File: src/rtl/seq_approx_mult.sv
// Iterative tiled approximate multiplier: one 4x4 digit product per clock, result after (WIDTH/4)^2 cycles.
// Result is held in DONE until out_ready; optional ZERO_SKIP_EN shortcuts zero operands to a 1-cycle result.
module seq_approx_mult #(
  parameter int WIDTH      = 8,
  parameter int TRUNC_BITS = 2
) (
  input  logic                 clk,
  input  logic                 rst,
  input  logic                 in_valid,
  output logic                 in_ready,
  input  logic [WIDTH-1:0]     a,
  input  logic [WIDTH-1:0]     b,
  input  logic [3:0]           approx_lvl,
  output logic                 out_valid,
  input  logic                 out_ready,
  output logic [2*WIDTH-1:0]   r
);

  localparam int N  = WIDTH / 4;
  localparam int IW = $clog2(N);
  localparam logic [7:0] TRUNC_MASK = 8'hFF << TRUNC_BITS;

  typedef enum logic [1:0] {IDLE, BUSY, DONE} state_t;

  state_t               state;
  logic [WIDTH-1:0]     a_q;
  logic [WIDTH-1:0]     b_q;
  logic [3:0]           lvl_q;
  logic [IW-1:0]        di;
  logic [IW-1:0]        dj;
  logic [2*WIDTH-1:0]   acc;

  logic [WIDTH-1:0]     a_sh;
  logic [WIDTH-1:0]     b_sh;
  logic [7:0]           prod;
  logic [7:0]           prod_t;
  logic [4:0]           sig;
  logic [2*WIDTH-1:0]   addend;
  logic [2*WIDTH-1:0]   sum;
  logic                 last_tile;
  logic                 zero_skip;

  always_comb begin
    a_sh      = a_q >> {di, 2'b00};
    b_sh      = b_q >> {dj, 2'b00};
    prod      = {4'b0, a_sh[3:0]} * {4'b0, b_sh[3:0]};
    sig       = {{(5-IW){1'b0}}, di} + {{(5-IW){1'b0}}, dj};
    // Low-significance tiles (i+j below the level) lose their bottom TRUNC_BITS bits.
    prod_t    = (sig < {1'b0, lvl_q}) ? (prod & TRUNC_MASK) : prod;
    addend    = {{(2*WIDTH-8){1'b0}}, prod_t} << {sig, 2'b00};
    sum       = acc + addend;
    last_tile = (di == IW'(N-1)) && (dj == IW'(N-1));
`ifdef ZERO_SKIP_EN
    zero_skip = (a_q == '0) || (b_q == '0);
`else
    zero_skip = 1'b0;
`endif
  end

  always_ff @(posedge clk) begin
    if (rst) begin
      state     <= IDLE;
      in_ready  <= 1'b1;
      out_valid <= 1'b0;
      r         <= '0;
      acc       <= '0;
      di        <= '0;
      dj        <= '0;
      a_q       <= '0;
      b_q       <= '0;
      lvl_q     <= '0;
    end else begin
      case (state)
        IDLE: begin
          if (in_valid) begin
            a_q      <= a;
            b_q      <= b;
            lvl_q    <= approx_lvl;
            acc      <= '0;
            di       <= '0;
            dj       <= '0;
            in_ready <= 1'b0;
            state    <= BUSY;
          end
        end
        BUSY: begin
          if (zero_skip) begin
            r         <= '0;
            out_valid <= 1'b1;
            state     <= DONE;
          end else begin
            acc <= sum;
            if (last_tile) begin
              r         <= sum;
              out_valid <= 1'b1;
              di        <= '0;
              dj        <= '0;
              state     <= DONE;
            end else if (dj == IW'(N-1)) begin
              dj <= '0;
              di <= di + 1'b1;
            end else begin
              dj <= dj + 1'b1;
            end
          end
        end
        DONE: begin
          if (out_ready) begin
            out_valid <= 1'b0;
            in_ready  <= 1'b1;
            state     <= IDLE;
          end
        end
        default: state <= IDLE;
      endcase
    end
  end

endmodule
File: config.mk
export PLATFORM = sky130hd
export DESIGN_NAME = seq_approx_mult
export DESIGN_NICKNAME = d
export VERILOG_FILES = /design/src/rtl/seq_approx_mult.sv
export SDC_FILE = /design/constraint.sdc
export NUM_CORES = 1
export LEC_CHECK = 0
export CORE_MARGIN = 3
export CORE_UTILIZATION = 34
export DETAILED_ROUTE_END_ITERATION = 10
export PLACE_DENSITY = 0.58
export SETUP_SLACK_MARGIN = 0.15
export SYNTH_ARGS = -nofsm -noshare
export SYNTH_HDL_FRONTEND = slang
export SYNTH_SLANG_ARGS = --single-unit
File: constraint.sdc
create_clock -name clk -period 15.19 [get_ports clk]
set_clock_uncertainty 0.05 [all_clocks]
set_input_delay 4.557 -clock clk [delete_from_list [all_inputs] [get_ports clk]]
set_output_delay 4.557 -clock clk [all_outputs]
set_load 0.01 [all_outputs]
Word level (Yosys, flattened, before mapping). Index checks and enable logic that the tools add are counted. Widths: inputs -> output; s select.

Register bits after elaboration: 58. Output and inout port bits: 18. Logic and storage cells: 56.

$add $sub $neg: 4. Multiply operators: 1. Magnitude comparators: 1. Equality and inequality tests: 6. Shifts and indexed selects: 3. Mux-type cells: 19. Reduce and logical (&&, ||, !) cells: 12.

Operators with widths (count): $pmux 16 s2 (1); $add 16x16->16 (1); $mux 16 (1); $shl 8x4->16 (1); $shr 8x3->4 (2); $reduce_and 3->1 (4); $mul 4x4->8 (1); $mux 1 (8); $mux 2 (4); $pmux 1 s2 (4); $ne 2x2->1 const B (3); $pmux 2 s3 (1); $reduce_and 2->1 (3); $reduce_bool 2->1 (3); $lt 2x4->1 (1); $ne 3x3->1 const B (1); $add 1x1->1 const B (2); $add 1x1->2 (1); $eq 2x1->1 const B (1); $eq 2x2->1 const B (1); $logic_not 2->1 (1); $logic_and 1x1->1 (1).

Logic depth before layout (Yosys ltp). Gate-level depths: netlist (run 1).

Word-level depth: 6. Mapped depth: 22. Gate-level depth less buffers: 21.

Worst setup path before layout (run 1). OpenSTA, ideal clock, no wires.

Path type: input -> register. From: input in_valid. To: register a_q[1]. Setup time: 132 ps. Arrival time: 5231 ps. Slack: 9777 ps. Stages on the path: 5. Cells stage by stage: nand2b_1 > or2_2 > clkbuf_1 > nand2_1 > a21oi_1.

Word-level cells in the longest chain between the ends: 1.

RTL lines: start, declared (line 9) `input logic in_valid,`; $reduce_and 2->1 (no line); end signal, assigned (line 69) `a_q <= '0;`; end signal, assigned (line 76) `a_q <= a;`; end, declared (line 26) `logic [WIDTH-1:0] a_q;`.

No other way between the ends. A chain may end at the register's enable or synchronous reset.

==> results of run 1 <==
==> layout make-up <==
class	count	share of cell area
sequential	58	0.2795
inverter	15	0.01355
tap	133	0.04006
clock buffer	9	0.02982
multi-input combinational	342	0.5274
timing repair buffer	43	0.1012
clock inverter	6	0.008434
==> cell usage after synthesis (all sizes together) (4+ instances only) <==
master  count
or2         4
a21o        7
mux2i       9
nor2b       4
nor2       44
o21bai      5
a21oi      50
clkbuf     18
ha         29
and3        7
xnor2      11
nor3        8
nand3      10
or3         6
a31oi       5
dfxtp      58
a22o        6
xor2        5
fa          5
o21ai      12
nand2      71
a22oi       4
nand2b      8
and2        4
inv        14
==> state kept, by name (all words and copies together) (netlist names) <==
name,cells
out_valid,1
dj,1
acc,16
a_q,8
b_q,8
state,2
r,16
di,1
lvl_q,4
in_ready,1
==> through the flow <==
stage	hold WS [ps]	setup WS, ps	util
finish	404.6	8964	0.4211
CTS	407.9	8934	0.4211
floorplan	381.8	9777	-
global placement	392.7	8655	0.4050
global route	422.1	8751	0.4211
detailed placement	397.7	8572	0.4050
==> metal layers <==
metal	vias up	GRT usage	routed length, um
li1	1587	-	-
met1	1431	0.2102	4200
met2	55	0.2328	3819
met3	10	0.04019	316
met4	0	0.04475	105
met5	-	0	0
==> kinds of logic after synthesis <==
| family | count (synthesis) |
|---|---|
| AO/OA/AOI/OAI | 109 |
| adder cells (fa/ha/maj) | 34 |
| multiplexers | 9 |
| XOR/XNOR | 16 |
| buffers and inverters | 36 |
| AND/OR/NAND/NOR | 174 |
| flip-flops | 58 |
==> power groups by stage <==
stage               combinational, mW  clock, mW  sequential, mW
global placement               0.0348          0           0.163
detailed placement             0.0354          0           0.163
floorplan                      0.0231          0           0.162
CTS                            0.0355      0.126           0.159
finish                         0.0352      0.123           0.159
global route                   0.0395      0.133           0.160
==> worst register-to-register path, delay by kind of cell, from the launching register on <==
kind            cells  cell delay [ps]
compound gates      6             1430
simple gates        4              860
mux                 1              230
buf+inv             2              120
fa+ha+maj           4             1890
xor+xnor            1              260
flops               1              570
==> worst paths after layout <==
check / depth (start not counted) / slack, ps / to / start
worst min register to register: 2 / 400 / b_q[6] / b_q[6]
worst min-delay path: 2 / 400 / b_q[6] / b_q[6]
worst max register to register: 18 / 9670 / acc[10] / dj
worst max-delay path: 4 / 8960 / acc[11] / rst
==> metrics.txt, run 1 <==
# TYPE chip_impl_metric gauge
chip_impl_info{name="run_status",value="finished clean"} 1
chip_impl_metric{name="design.portCount",unit=""} 42
chip_impl_metric{name="sw_pwr",unit="mW"} 0.08949
chip_impl_metric{name="synth.ff_latch_count",unit=""} 58
chip_impl_metric{name="final.setup.tns",unit="ps"} 0
chip_impl_info{name="top_cell_family_by_delay_on_the_critical_path",value="buffers and inverters"} 1
chip_impl_metric{name="dp_hpwl",unit="um"} 6151
chip_impl_metric{name="num_rows",unit=""} 36
chip_impl_metric{name="netlist_area_before_placement",unit="sq um"} 3487
chip_impl_metric{name="htree_levels",unit=""} 3
chip_impl_metric{name="core_region_area",unit="sq um"} 9864
chip_impl_metric{name="die_y",unit="um"} 107.3
chip_impl_metric{name="static-leakage-power",unit="nW"} 1.721
chip_impl_metric{name="power_frac_seq",unit=""} 0.502
chip_impl_metric{name="max_stage_delay",unit="ps"} 680
chip_impl_metric{name="timing.fmax",unit="GHz"} 0.1606
chip_impl_metric{name="switching_share",unit=""} 0.2819
chip_impl_metric{name="tritoncts_num_sinks",unit=""} 58
chip_impl_metric{name="final_hold_viol_count",unit=""} 0
chip_impl_info{name="combinational_family_with_the_most_area_after_synthesis",value="simple AND/OR/NAND/NOR gates"} 1
chip_impl_metric{name="max-clock-path-buffers",unit=""} 2
chip_impl_metric{name="first_global_vias",unit=""} 2855
chip_impl_metric{name="mapped_nets",unit=""} 494
chip_impl_metric{name="period_minus_slack",unit="ps"} 6226
chip_impl_metric{name="clk_latency",unit="ps"} 350
chip_impl_metric{name="timing.critical_path.buf_inv",unit=""} 2
chip_impl_info{name="postSynth.topFlopCell",value="sky130_fd_sc_hd__dfxtp_1"} 1
chip_impl_metric{name="share_of_synthesized_flip_flops_with_an_asynchronous_set_or_reset",unit=""} 0
chip_impl_metric{name="totalPowerFinal",unit="mW"} 0.3174
chip_impl_metric{name="area_growth_syn_to_layout",unit="%"} 19.12
chip_impl_info{name="ys_top_cells_by_area",value="sky130_fd_sc_hd__dfxtp_1 (33%), sky130_fd_sc_hd__ha_1 (10%), sky130_fd_sc_hd__nand2_1 (7.6%)"} 1
chip_impl_metric{name="place_area",unit="sq um"} 3995
chip_impl_info{name="netlist.top_cell.by_area",value="sky130_fd_sc_hd__dfxtp_1"} 1
chip_impl_metric{name="synth_largest_type_area_fraction",unit=""} 0.3330
chip_impl_metric{name="min_period_over_period",unit=""} 0.4099
chip_impl_metric{name="grt_util_all_layers",unit=""} 0.1522
chip_impl_info{name="endpoint_kind",value="flip-flop"} 1
chip_impl_metric{name="timing.critical_path.arrival",unit="ps"} 6410
chip_impl_metric{name="number_of_buffers_added_on_ports",unit=""} 41
chip_impl_metric{name="area_share_of_fa_ha_maj_cells_after_synthesis",unit=""} 0.1328
chip_impl_metric{name="synth_warnings",unit=""} 0
chip_impl_info{name="cp-start-kind",value="primary input"} 1
chip_impl_metric{name="die_w",unit="um"} 107.3
chip_impl_metric{name="synth_compound_area_frac",unit=""} 0.2013
chip_impl_metric{name="multi_input_area",unit="sq um"} 2191
chip_impl_metric{name="nets",unit=""} 527
chip_impl_metric{name="cts_buffers",unit=""} 9
chip_impl_metric{name="yosys-mux-area-fraction",unit=""} 0.02583
chip_impl_metric{name="drt_first_pass_iters",unit=""} 7
chip_impl_metric{name="worst-slew-pin-transition",unit="ps"} 1243
chip_impl_metric{name="post_cts_resized",unit=""} 0
chip_impl_metric{name="routed-via-count",unit=""} 3083
chip_impl_metric{name="rd_place_congestion",unit=""} 0.8474
chip_impl_info{name="setup.worst_path.class",value="primary input to flip-flop"} 1
chip_impl_metric{name="p_int",unit="mW"} 0.2279
chip_impl_metric{name="finalMaxSlewViolations",unit=""} 0
chip_impl_metric{name="worst_ir_drop_vdd",unit="V"} 0.00004493
chip_impl_metric{name="ant_nets",unit=""} 0
chip_impl_metric{name="max_cap_viol_count",unit=""} 0
chip_impl_metric{name="nFillCells",unit=""} 1022
chip_impl_metric{name="cts_post_setup_buffers_inserted",unit=""} 0
chip_impl_info{name="layout.cells.most_common_list",value="sky130_fd_sc_hd__nand2_1 (71), sky130_fd_sc_hd__dfxtp_1 (58), sky130_fd_sc_hd__a21oi_1 (50), sky130_fd_sc_hd__nor2_1 (44), sky130_fd_sc_hd__clkdlybuf4s50_1 (40)"} 1
chip_impl_info{name="cp_cell_sequence",value="buf_2 > inv_1 > and2_1 > a22o_1"} 1
chip_impl_metric{name="fp.dieArea",unit="sq um"} 11510
chip_impl_info{name="rsz0062_at_grt",value="false"} 1
chip_impl_info{name="cts_tree",value="done"} 1
chip_impl_metric{name="timing.max_slew.rel_slack",unit=""} 0.1684
chip_impl_metric{name="power_per_cell_area",unit="nW/um^2"} 76.41
chip_impl_metric{name="xor_and_xnor_fraction_of_the_mapped_netlist_area",unit=""} 0.04019
chip_impl_metric{name="share_clk_of_total_power",unit=""} 0.387
chip_impl_metric{name="post_synth_inst_count",unit=""} 436
chip_impl_metric{name="post_synth_and_or_nand_nor_area_fraction",unit=""} 0.2282
chip_impl_metric{name="syn_area_per_cell",unit="sq um"} 7.998
chip_impl_info{name="layout_commonest_cell",value="sky130_fd_sc_hd__nand2_1"} 1
chip_impl_metric{name="dr.first_iter.drc_count",unit=""} 149
chip_impl_metric{name="hold_buffers",unit=""} 0
chip_impl_metric{name="fin_area",unit="sq um"} 4154
chip_impl_metric{name="path_max_fanout",unit=""} 49
chip_impl_metric{name="grt_antenna_before_repair",unit=""} 0
chip_impl_metric{name="finalNonFillerCells",unit=""} 606
chip_impl_metric{name="ys_types",unit=""} 46
chip_impl_metric{name="drive_above_1_share",unit=""} 0.05708
chip_impl_metric{name="synth_edf_count",unit=""} 0
chip_impl_metric{name="combinationalPowerShare",unit=""} 0.111
chip_impl_info{name="clock-root-buffer",value="sky130_fd_sc_hd__clkbuf_8"} 1
chip_impl_metric{name="antennaDiodeCount",unit=""} 0
chip_impl_metric{name="grt_start_max_net_pins",unit=""} 50
chip_impl_metric{name="wl_per_cell",unit="um"} 13.93
chip_impl_metric{name="synth_sequential_area_ratio",unit=""} 0.3330
chip_impl_metric{name="finalSetupViolations",unit=""} 0
chip_impl_metric{name="clkSlewWorstSetupHoldPaths",unit="ps"} 70
chip_impl_metric{name="wirelength",unit="um"} 8442
chip_impl_metric{name="grt_overflow_total",unit=""} 0
chip_impl_metric{name="seq_area",unit="sq um"} 1161
chip_impl_info{name="cpMaxStageDelayCell",value="sky130_fd_sc_hd__buf_2"} 1
chip_impl_metric{name="place.detailed.instances",unit=""} 591
chip_impl_metric{name="grt_pass1_wl",unit="um"} 13870
chip_impl_metric{name="floorplan.initialDensity",unit=""} 0.3535
chip_impl_metric{name="avgViaCountPerCell",unit=""} 5.087
chip_impl_metric{name="residual_drc",unit=""} 0
chip_impl_metric{name="worstPathRequired",unit="ps"} 15370
chip_impl_info{name="holdCritPathClass",value="flip-flop to flip-flop"} 1
No activity file was read; power rests on OpenSTA's default activity.
==> run 2, diff against run 1 <==
PLACE_DENSITY = 0.6   (was 0.58)
clock period = 5.05 ns   (was 15.19 ns; I/O delays follow)
==> run 2 against run 1 <==
Sequential share of layout area down 3.6 points. Flip-flop and latch count unchanged. Via count up 7.9%. Final area up 15%. Setup slack worse by 8800 ps. Die area unchanged. Clock power rose to 4.0 times the previous value. Worst hold slack worse by 1.6 ps. Non-clock buffer count up 46. Critical endpoint is now acc[15]. Largest cell class unchanged. Largest power group is now the clock network. Highest routed layer unchanged.
==> metrics.txt, run 2 (synthesis gave the netlist of run 1 again) <==
# TYPE chip_impl_metric gauge
chip_impl_info{name="cp-start-kind",value="flip-flop"} 1
chip_impl_metric{name="grt_antenna_before_repair",unit=""} 0
chip_impl_metric{name="residual_drc",unit=""} 0
chip_impl_metric{name="ant_nets",unit=""} 0
chip_impl_metric{name="min_period_over_period",unit=""} 0.9586
chip_impl_metric{name="clk_latency",unit="ps"} 350
chip_impl_metric{name="rd_place_congestion",unit=""} 0.8810
chip_impl_metric{name="die_w",unit="um"} 107.3
chip_impl_metric{name="period_minus_slack",unit="ps"} 4841
chip_impl_metric{name="timing.critical_path.buf_inv",unit=""} 2
chip_impl_metric{name="max-clock-path-buffers",unit=""} 2
chip_impl_metric{name="design.portCount",unit=""} 42
chip_impl_metric{name="timing.max_slew.rel_slack",unit=""} 0.2547
chip_impl_metric{name="nets",unit=""} 573
chip_impl_metric{name="regToRegSetupSlack",unit="ps"} 210
chip_impl_info{name="holdCritPathClass",value="flip-flop to flip-flop"} 1
chip_impl_metric{name="tritoncts_num_sinks",unit=""} 58
chip_impl_metric{name="core_region_area",unit="sq um"} 9864
chip_impl_metric{name="dr.first_iter.drc_count",unit=""} 128
chip_impl_info{name="endpoint_kind",value="flip-flop"} 1
chip_impl_metric{name="final_hold_viol_count",unit=""} 0
chip_impl_info{name="layout_commonest_cell",value="sky130_fd_sc_hd__nand2_1"} 1
chip_impl_metric{name="wl_per_cell",unit="um"} 14.22
chip_impl_info{name="rsz0062_at_grt",value="true"} 1
chip_impl_metric{name="area_growth_syn_to_layout",unit="%"} 37.57
chip_impl_metric{name="fp.dieArea",unit="sq um"} 11510
chip_impl_metric{name="max_cap_viol_count",unit=""} 0
chip_impl_metric{name="htree_levels",unit=""} 3
chip_impl_metric{name="clkSlewWorstSetupHoldPaths",unit="ps"} 80
chip_impl_metric{name="wirelength",unit="um"} 9287
chip_impl_metric{name="timing.fmax",unit="GHz"} 0.2066
chip_impl_metric{name="finalHoldWorstSlack",unit="ps"} 403.0
chip_impl_metric{name="power_per_cell_area",unit="nW/um^2"} 229.1
chip_impl_metric{name="worst_ir_drop_vdd",unit="V"} 0.0001284
chip_impl_info{name="top_cell_family_by_delay_on_the_critical_path",value="adder cells"} 1
chip_impl_info{name="layout.cells.most_common_list",value="sky130_fd_sc_hd__nand2_1 (68), sky130_fd_sc_hd__dfxtp_1 (56), sky130_fd_sc_hd__buf_4 (47), sky130_fd_sc_hd__nor2_1 (43), sky130_fd_sc_hd__a21oi_1 (42)"} 1
chip_impl_metric{name="drive_above_1_share",unit=""} 0.2173
chip_impl_metric{name="cts_buffers",unit=""} 9
chip_impl_metric{name="dp_hpwl",unit="um"} 6280
chip_impl_metric{name="floorplan.initialDensity",unit=""} 0.3535
chip_impl_info{name="setup.worst_path.class",value="flip-flop to flip-flop"} 1
chip_impl_metric{name="nFillCells",unit=""} 942
chip_impl_metric{name="static-leakage-power",unit="nW"} 2.012
chip_impl_metric{name="routed-via-count",unit=""} 3328
chip_impl_metric{name="grt_start_max_net_pins",unit=""} 50
chip_impl_info{name="top_regs",value="acc x16, r x16"} 1
chip_impl_metric{name="totalPowerFinal",unit="mW"} 1.099
chip_impl_metric{name="path_max_fanout",unit=""} 5
chip_impl_info{name="cts_tree",value="done"} 1
chip_impl_metric{name="grt_util_all_layers",unit=""} 0.1618
chip_impl_metric{name="finalMaxSlewViolations",unit=""} 0
chip_impl_info{name="clock-root-buffer",value="sky130_fd_sc_hd__clkbuf_8"} 1
chip_impl_info{name="cpMaxStageDelayCell",value="sky130_fd_sc_hd__fa_1"} 1
chip_impl_metric{name="num_rows",unit=""} 36
chip_impl_metric{name="drt_first_pass_iters",unit=""} 5
chip_impl_metric{name="first_global_vias",unit=""} 3263
chip_impl_metric{name="avgViaCountPerCell",unit=""} 5.096
chip_impl_metric{name="grt_pass1_wl",unit="um"} 14920
chip_impl_metric{name="grt_overflow_total",unit=""} 0
chip_impl_info{name="run_status",value="finished clean"} 1
chip_impl_metric{name="hold_buffers",unit=""} 0
chip_impl_metric{name="number_of_buffers_added_on_ports",unit=""} 41
chip_impl_metric{name="max_stage_delay",unit="ps"} 550
chip_impl_metric{name="worst-slew-pin-transition",unit="ps"} 1114
chip_impl_metric{name="antennaDiodeCount",unit=""} 0
chip_impl_metric{name="die_y",unit="um"} 107.3
chip_impl_metric{name="worstPathRequired",unit="ps"} 5250
chip_impl_metric{name="finalSetupViolations",unit=""} 0
chip_impl_metric{name="timing.critical_path.arrival",unit="ps"} 5040
chip_impl_info{name="cp_cell_sequence",value="mux2i_2 > or2_4 > fa_1 > inv_2 > fa_1 > ha_1 > a21o_1 > a2111oi_4 > xnor2_2 > buf_4 > nand2_1 > o31ai_1 > ha_1 > and3_1 > and3_1 > a211oi_2 > o21bai_2 > xor2_1 > a22o_1"} 1
-- run 2: cell types whose count changed in the layout (fill, tap and decap cells not counted), sizes merged --
cell	before	now
bufinv	0	2
buf	3	49
clkinv	5	4
-- run 2: power breakdown --
part           internal, mW  switching, mW  leakage (nW)  total [mW]
registers             0.470        0.00952         0.472       0.479
logic                0.0597         0.0676          1.43       0.127
clock network         0.277          0.216         0.105       0.492
total                 0.806          0.293          2.01        1.10
-- run 2: what timing repair did --
action | 4_1_cts | 5_1_grt
gates resized for setup | 11 | 42
setup endpoints to repair | 12 | 14
hold endpoints to repair | 0 | 0
buffers inserted | 14 | 7
pin swaps | 10 | 37
cloned | 0 | 0
-- run 2: layout make-up --
class / count / area [sq um] / share of cell area
timing repair buffer: 89 / 769.5 / 0.1604
tap: 133 / 166.4 / 0.03469
clock inverter: 7 / 93.84 / 0.01956
multi-input combinational: 342 / 2421 / 0.5047
clock buffer: 9 / 123.9 / 0.02582
inverter: 15 / 56.30 / 0.01174
sequential: 58 / 1166 / 0.2431
-- run 2: path summary, 6_finish.rpt --
check,cells past startpoint,endpoint,start
setup / recovery,19,acc[15],di
hold / removal,2,r[11],r[11]
setup reg to reg,19,acc[15],di
hold reg to reg,2,r[11],r[11]
-- run 2: worst min-delay path, stage by stage (launching register included) --
cell                      delay [ps]
sky130_fd_sc_hd__dfxtp_1         310
sky130_fd_sc_hd__nand2_1          50
sky130_fd_sc_hd__a21oi_1          50
-- run 2: layer usage --
metal | part of all wire | GRT usage | up-vias | wire length (um)
met5 | 0 | 0 | - | 0
met1 | 0.45 | 0.1964 | 1556 | 4190
met2 | 0.49 | 0.2748 | 73 | 4546
met3 | 0.043 | 0.04739 | 18 | 399
met4 | 0.016 | 0.05114 | 0 | 150
li1 | - | - | 1681 | -
-- run 2: through the flow --
step / area, sq um / std cells / setup WS, ps / setup TNS (ps) / util
2_1_floorplan: 3490 / 436 / 208.4 / 0 / -
3_3_place_gp: 4183 / 616 / 50.86 / 0 / 0.4240
3_5_place_dp: 4183 / 616 / -90.68 / -249.3 / 0.4240
4_1_cts: 4552 / 646 / 146.7 / 0 / 0.4614
5_1_grt: 4797 / 653 / 30.83 / 0 / 0.4863
6_report: 4797 / 653 / 208.9 / 0 / 0.4863
==> run 3, diff against run 2 <==
CORE_ASPECT_RATIO = 0.5   (was unset)
PLACE_DENSITY = 0.58   (was 0.6)
clock period = 5.9 ns   (was 5.05 ns; I/O delays follow)
==> run 3 against run 2 <==
Non-clock buffer count is 45 lower. Via count is 8.7% lower. Sequential power is 14% lower. Critical endpoint is now acc[14]. Largest cell class unchanged.
==> metrics.txt, run 3 (synthesis gave the netlist of run 1 again) <==
# TYPE chip_impl_metric gauge
chip_impl_metric{name="regToRegSetupSlack",unit="ps"} 480
chip_impl_metric{name="r2r.worst_path.cells",unit=""} 17
chip_impl_metric{name="static-leakage-power",unit="nW"} 1.788
chip_impl_metric{name="dr.first_iter.drc_count",unit=""} 130
chip_impl_metric{name="final_hold_viol_count",unit=""} 0
chip_impl_metric{name="die_y",unit="um"} 77.61
chip_impl_metric{name="number_of_buffers_added_on_ports",unit=""} 41
chip_impl_metric{name="fp.dieArea",unit="sq um"} 11580
chip_impl_metric{name="totalPowerFinal",unit="mW"} 1.030
chip_impl_metric{name="power_per_cell_area",unit="nW/um^2"} 238.7
chip_impl_metric{name="period_minus_slack",unit="ps"} 5415
chip_impl_info{name="layout_commonest_cell",value="sky130_fd_sc_hd__nand2_1"} 1
chip_impl_metric{name="grt_antenna_before_repair",unit=""} 0
chip_impl_info{name="clock-root-buffer",value="sky130_fd_sc_hd__clkbuf_16"} 1
chip_impl_metric{name="min_period_over_period",unit=""} 0.9178
chip_impl_metric{name="avgViaCountPerCell",unit=""} 4.984
chip_impl_metric{name="clkSlewWorstSetupHoldPaths",unit="ps"} 50
chip_impl_metric{name="rd_place_congestion",unit=""} 0.8187
chip_impl_metric{name="grt_overflow_total",unit=""} 0
chip_impl_info{name="cts_tree",value="done"} 1
chip_impl_metric{name="nFillCells",unit=""} 1016
chip_impl_info{name="layout.cells.most_common_list",value="sky130_fd_sc_hd__nand2_1 (71), sky130_fd_sc_hd__dfxtp_1 (58), sky130_fd_sc_hd__a21oi_1 (50), sky130_fd_sc_hd__nor2_1 (44), sky130_fd_sc_hd__clkdlybuf4s50_1 (40)"} 1
chip_impl_info{name="top_regs",value="acc x16, r x16"} 1
chip_impl_metric{name="hold_buffers",unit=""} 0
chip_impl_metric{name="finalSetupViolations",unit=""} 0
chip_impl_info{name="worstSetupStartpoint",value="dj"} 1
chip_impl_info{name="cp-start-kind",value="flip-flop"} 1
chip_impl_metric{name="num_rows",unit=""} 25
chip_impl_info{name="r2r_start",value="dj"} 1
chip_impl_metric{name="htree_levels",unit=""} 3
chip_impl_metric{name="clk_latency",unit="ps"} 330
chip_impl_metric{name="dp_hpwl",unit="um"} 6044
chip_impl_metric{name="grt_start_max_net_pins",unit=""} 50
chip_impl_metric{name="drive_above_1_share",unit=""} 0.06316
chip_impl_metric{name="max_cap_viol_count",unit=""} 0
chip_impl_metric{name="residual_drc",unit=""} 0
chip_impl_metric{name="worstPathRequired",unit="ps"} 6070
chip_impl_metric{name="timing.fmax",unit="GHz"} 0.1847
chip_impl_metric{name="finalMaxSlewViolations",unit=""} 0
chip_impl_metric{name="drt_first_pass_iters",unit=""} 5
chip_impl_metric{name="grt_util_all_layers",unit=""} 0.1530
chip_impl_metric{name="cts_post_setup_buffers_inserted",unit=""} 0
chip_impl_metric{name="wirelength",unit="um"} 8310
chip_impl_metric{name="floorplan.initialDensity",unit=""} 0.3596
chip_impl_info{name="rsz0062_at_grt",value="false"} 1
chip_impl_metric{name="antennaDiodeCount",unit=""} 0
chip_impl_metric{name="first_global_vias",unit=""} 2911
chip_impl_metric{name="worst_ir_drop_vdd",unit="V"} 0.0001269
chip_impl_metric{name="routed-via-count",unit=""} 3040
chip_impl_metric{name="wl_per_cell",unit="um"} 13.62
chip_impl_metric{name="design.portCount",unit=""} 42
chip_impl_info{name="run_status",value="finished clean"} 1
chip_impl_info{name="holdCritPathClass",value="flip-flop to flip-flop"} 1
chip_impl_metric{name="core_region_area",unit="sq um"} 9697
chip_impl_info{name="setup.worst_path.class",value="flip-flop to flip-flop"} 1
chip_impl_metric{name="grt_pass1_wl",unit="um"} 14050
chip_impl_metric{name="max-clock-path-buffers",unit=""} 2
chip_impl_metric{name="die_w",unit="um"} 149.2
chip_impl_metric{name="path_max_fanout",unit=""} 8
chip_impl_info{name="endpoint_kind",value="flip-flop"} 1
chip_impl_metric{name="final.setup.tns",unit="ps"} 0
chip_impl_metric{name="ant_nets",unit=""} 0
chip_impl_metric{name="nets",unit=""} 528
chip_impl_metric{name="timing.max_slew.rel_slack",unit=""} 0.2004
chip_impl_metric{name="post_cts_resized",unit=""} 0
chip_impl_metric{name="timing.critical_path.arrival",unit="ps"} 5590
chip_impl_metric{name="area_growth_syn_to_layout",unit="%"} 23.72
chip_impl_metric{name="worst-slew-pin-transition",unit="ps"} 1195
chip_impl_info{name="crit-reg2reg-capture",value="acc[14]"} 1
chip_impl_metric{name="cts_buffers",unit=""} 9
chip_impl_info{name="setup.worst_path.end",value="acc[14]"} 1
chip_impl_metric{name="tritoncts_num_sinks",unit=""} 58
[run 3: cell types whose count changed in the layout (fill, tap and decap cells not counted), moves of 4 or more]
cell,change
sky130_fd_sc_hd__a21oi_1,+8
sky130_fd_sc_hd__a21oi_2,-6
sky130_fd_sc_hd__buf_4,-44
sky130_fd_sc_hd__clkbuf_16,+9
sky130_fd_sc_hd__clkbuf_8,-8
sky130_fd_sc_hd__inv_1,+4
sky130_fd_sc_hd__inv_2,-4
sky130_fd_sc_hd__xnor2_1,+4
sky130_fd_sc_hd__xnor2_2,-4
[run 3: worst max-delay path, stage by stage, from the launching register on]
cell,delay (ps)
sky130_fd_sc_hd__dfxtp_1,520
sky130_fd_sc_hd__mux2i_1,190
sky130_fd_sc_hd__or2_2,340
sky130_fd_sc_hd__fa_1,530
sky130_fd_sc_hd__inv_1,50
sky130_fd_sc_hd__fa_1,490
sky130_fd_sc_hd__ha_1,300
sky130_fd_sc_hd__a21o_1,220
sky130_fd_sc_hd__a2111oi_4,310
sky130_fd_sc_hd__xnor2_1,240
sky130_fd_sc_hd__nand2b_1,90
sky130_fd_sc_hd__a21oi_1,250
sky130_fd_sc_hd__ha_1,340
sky130_fd_sc_hd__a21oi_1,280
sky130_fd_sc_hd__nor3b_1,310
sky130_fd_sc_hd__a21oi_1,170
sky130_fd_sc_hd__or3_1,370
sky130_fd_sc_hd__a31o_2,230
[run 3: where the power goes]
part / switching (mW) / internal, mW
Sequential: 0.00792 / 0.403
Combinational: 0.0521 / 0.0377
Clock: 0.191 / 0.338
Total: 0.251 / 0.778
[run 3: area by class of cell]
cell class              count  area [sq um]  share of cell area
repair buffers             44         427.9             0.09919
well taps                 135         168.9             0.03915
clock buffers              10         239.0             0.05539
flip-flops and latches     58          1161              0.2691
clock inverters             6         66.31             0.01537
inverters                  15         56.30             0.01305
multi-input cells         342          2195              0.5087
[run 3: per-layer routing]
layer	vias to the layer above	share of wire	track usage
met5	-	0	0
met4	0	0.015	0.05753
met3	9	0.043	0.04726
met2	57	0.41	0.2276
met1	1383	0.53	0.2081
li1	1591	-	-
[run 3: how the worst min path moves through the flow]
stage | startpoint | end | cells after the start
finish | r[0] | r[0] | 2
global route | b_q[4] | b_q[4] | 2
CTS | lvl_q[3] | lvl_q[3] | 2
detailed placement | lvl_q[3] | lvl_q[3] | 2
global placement | r[0] | r[0] | 2
floorplan | acc[9] | acc[9] | 2
[run 3: stage by stage]
step	cells	utilization	hold slack (ps)	worst slack, ps	area, sq um
2_1_floorplan	436	-	381.8	924.8	3487
3_3_place_gp	594	0.4130	395.0	499.8	4005
3_5_place_dp	594	0.4130	397.7	488.3	4005
4_1_cts	610	0.4445	405.5	442.2	4310
5_1_grt	610	0.4449	422.1	150.9	4314
6_report	610	0.4449	404.4	484.8	4314
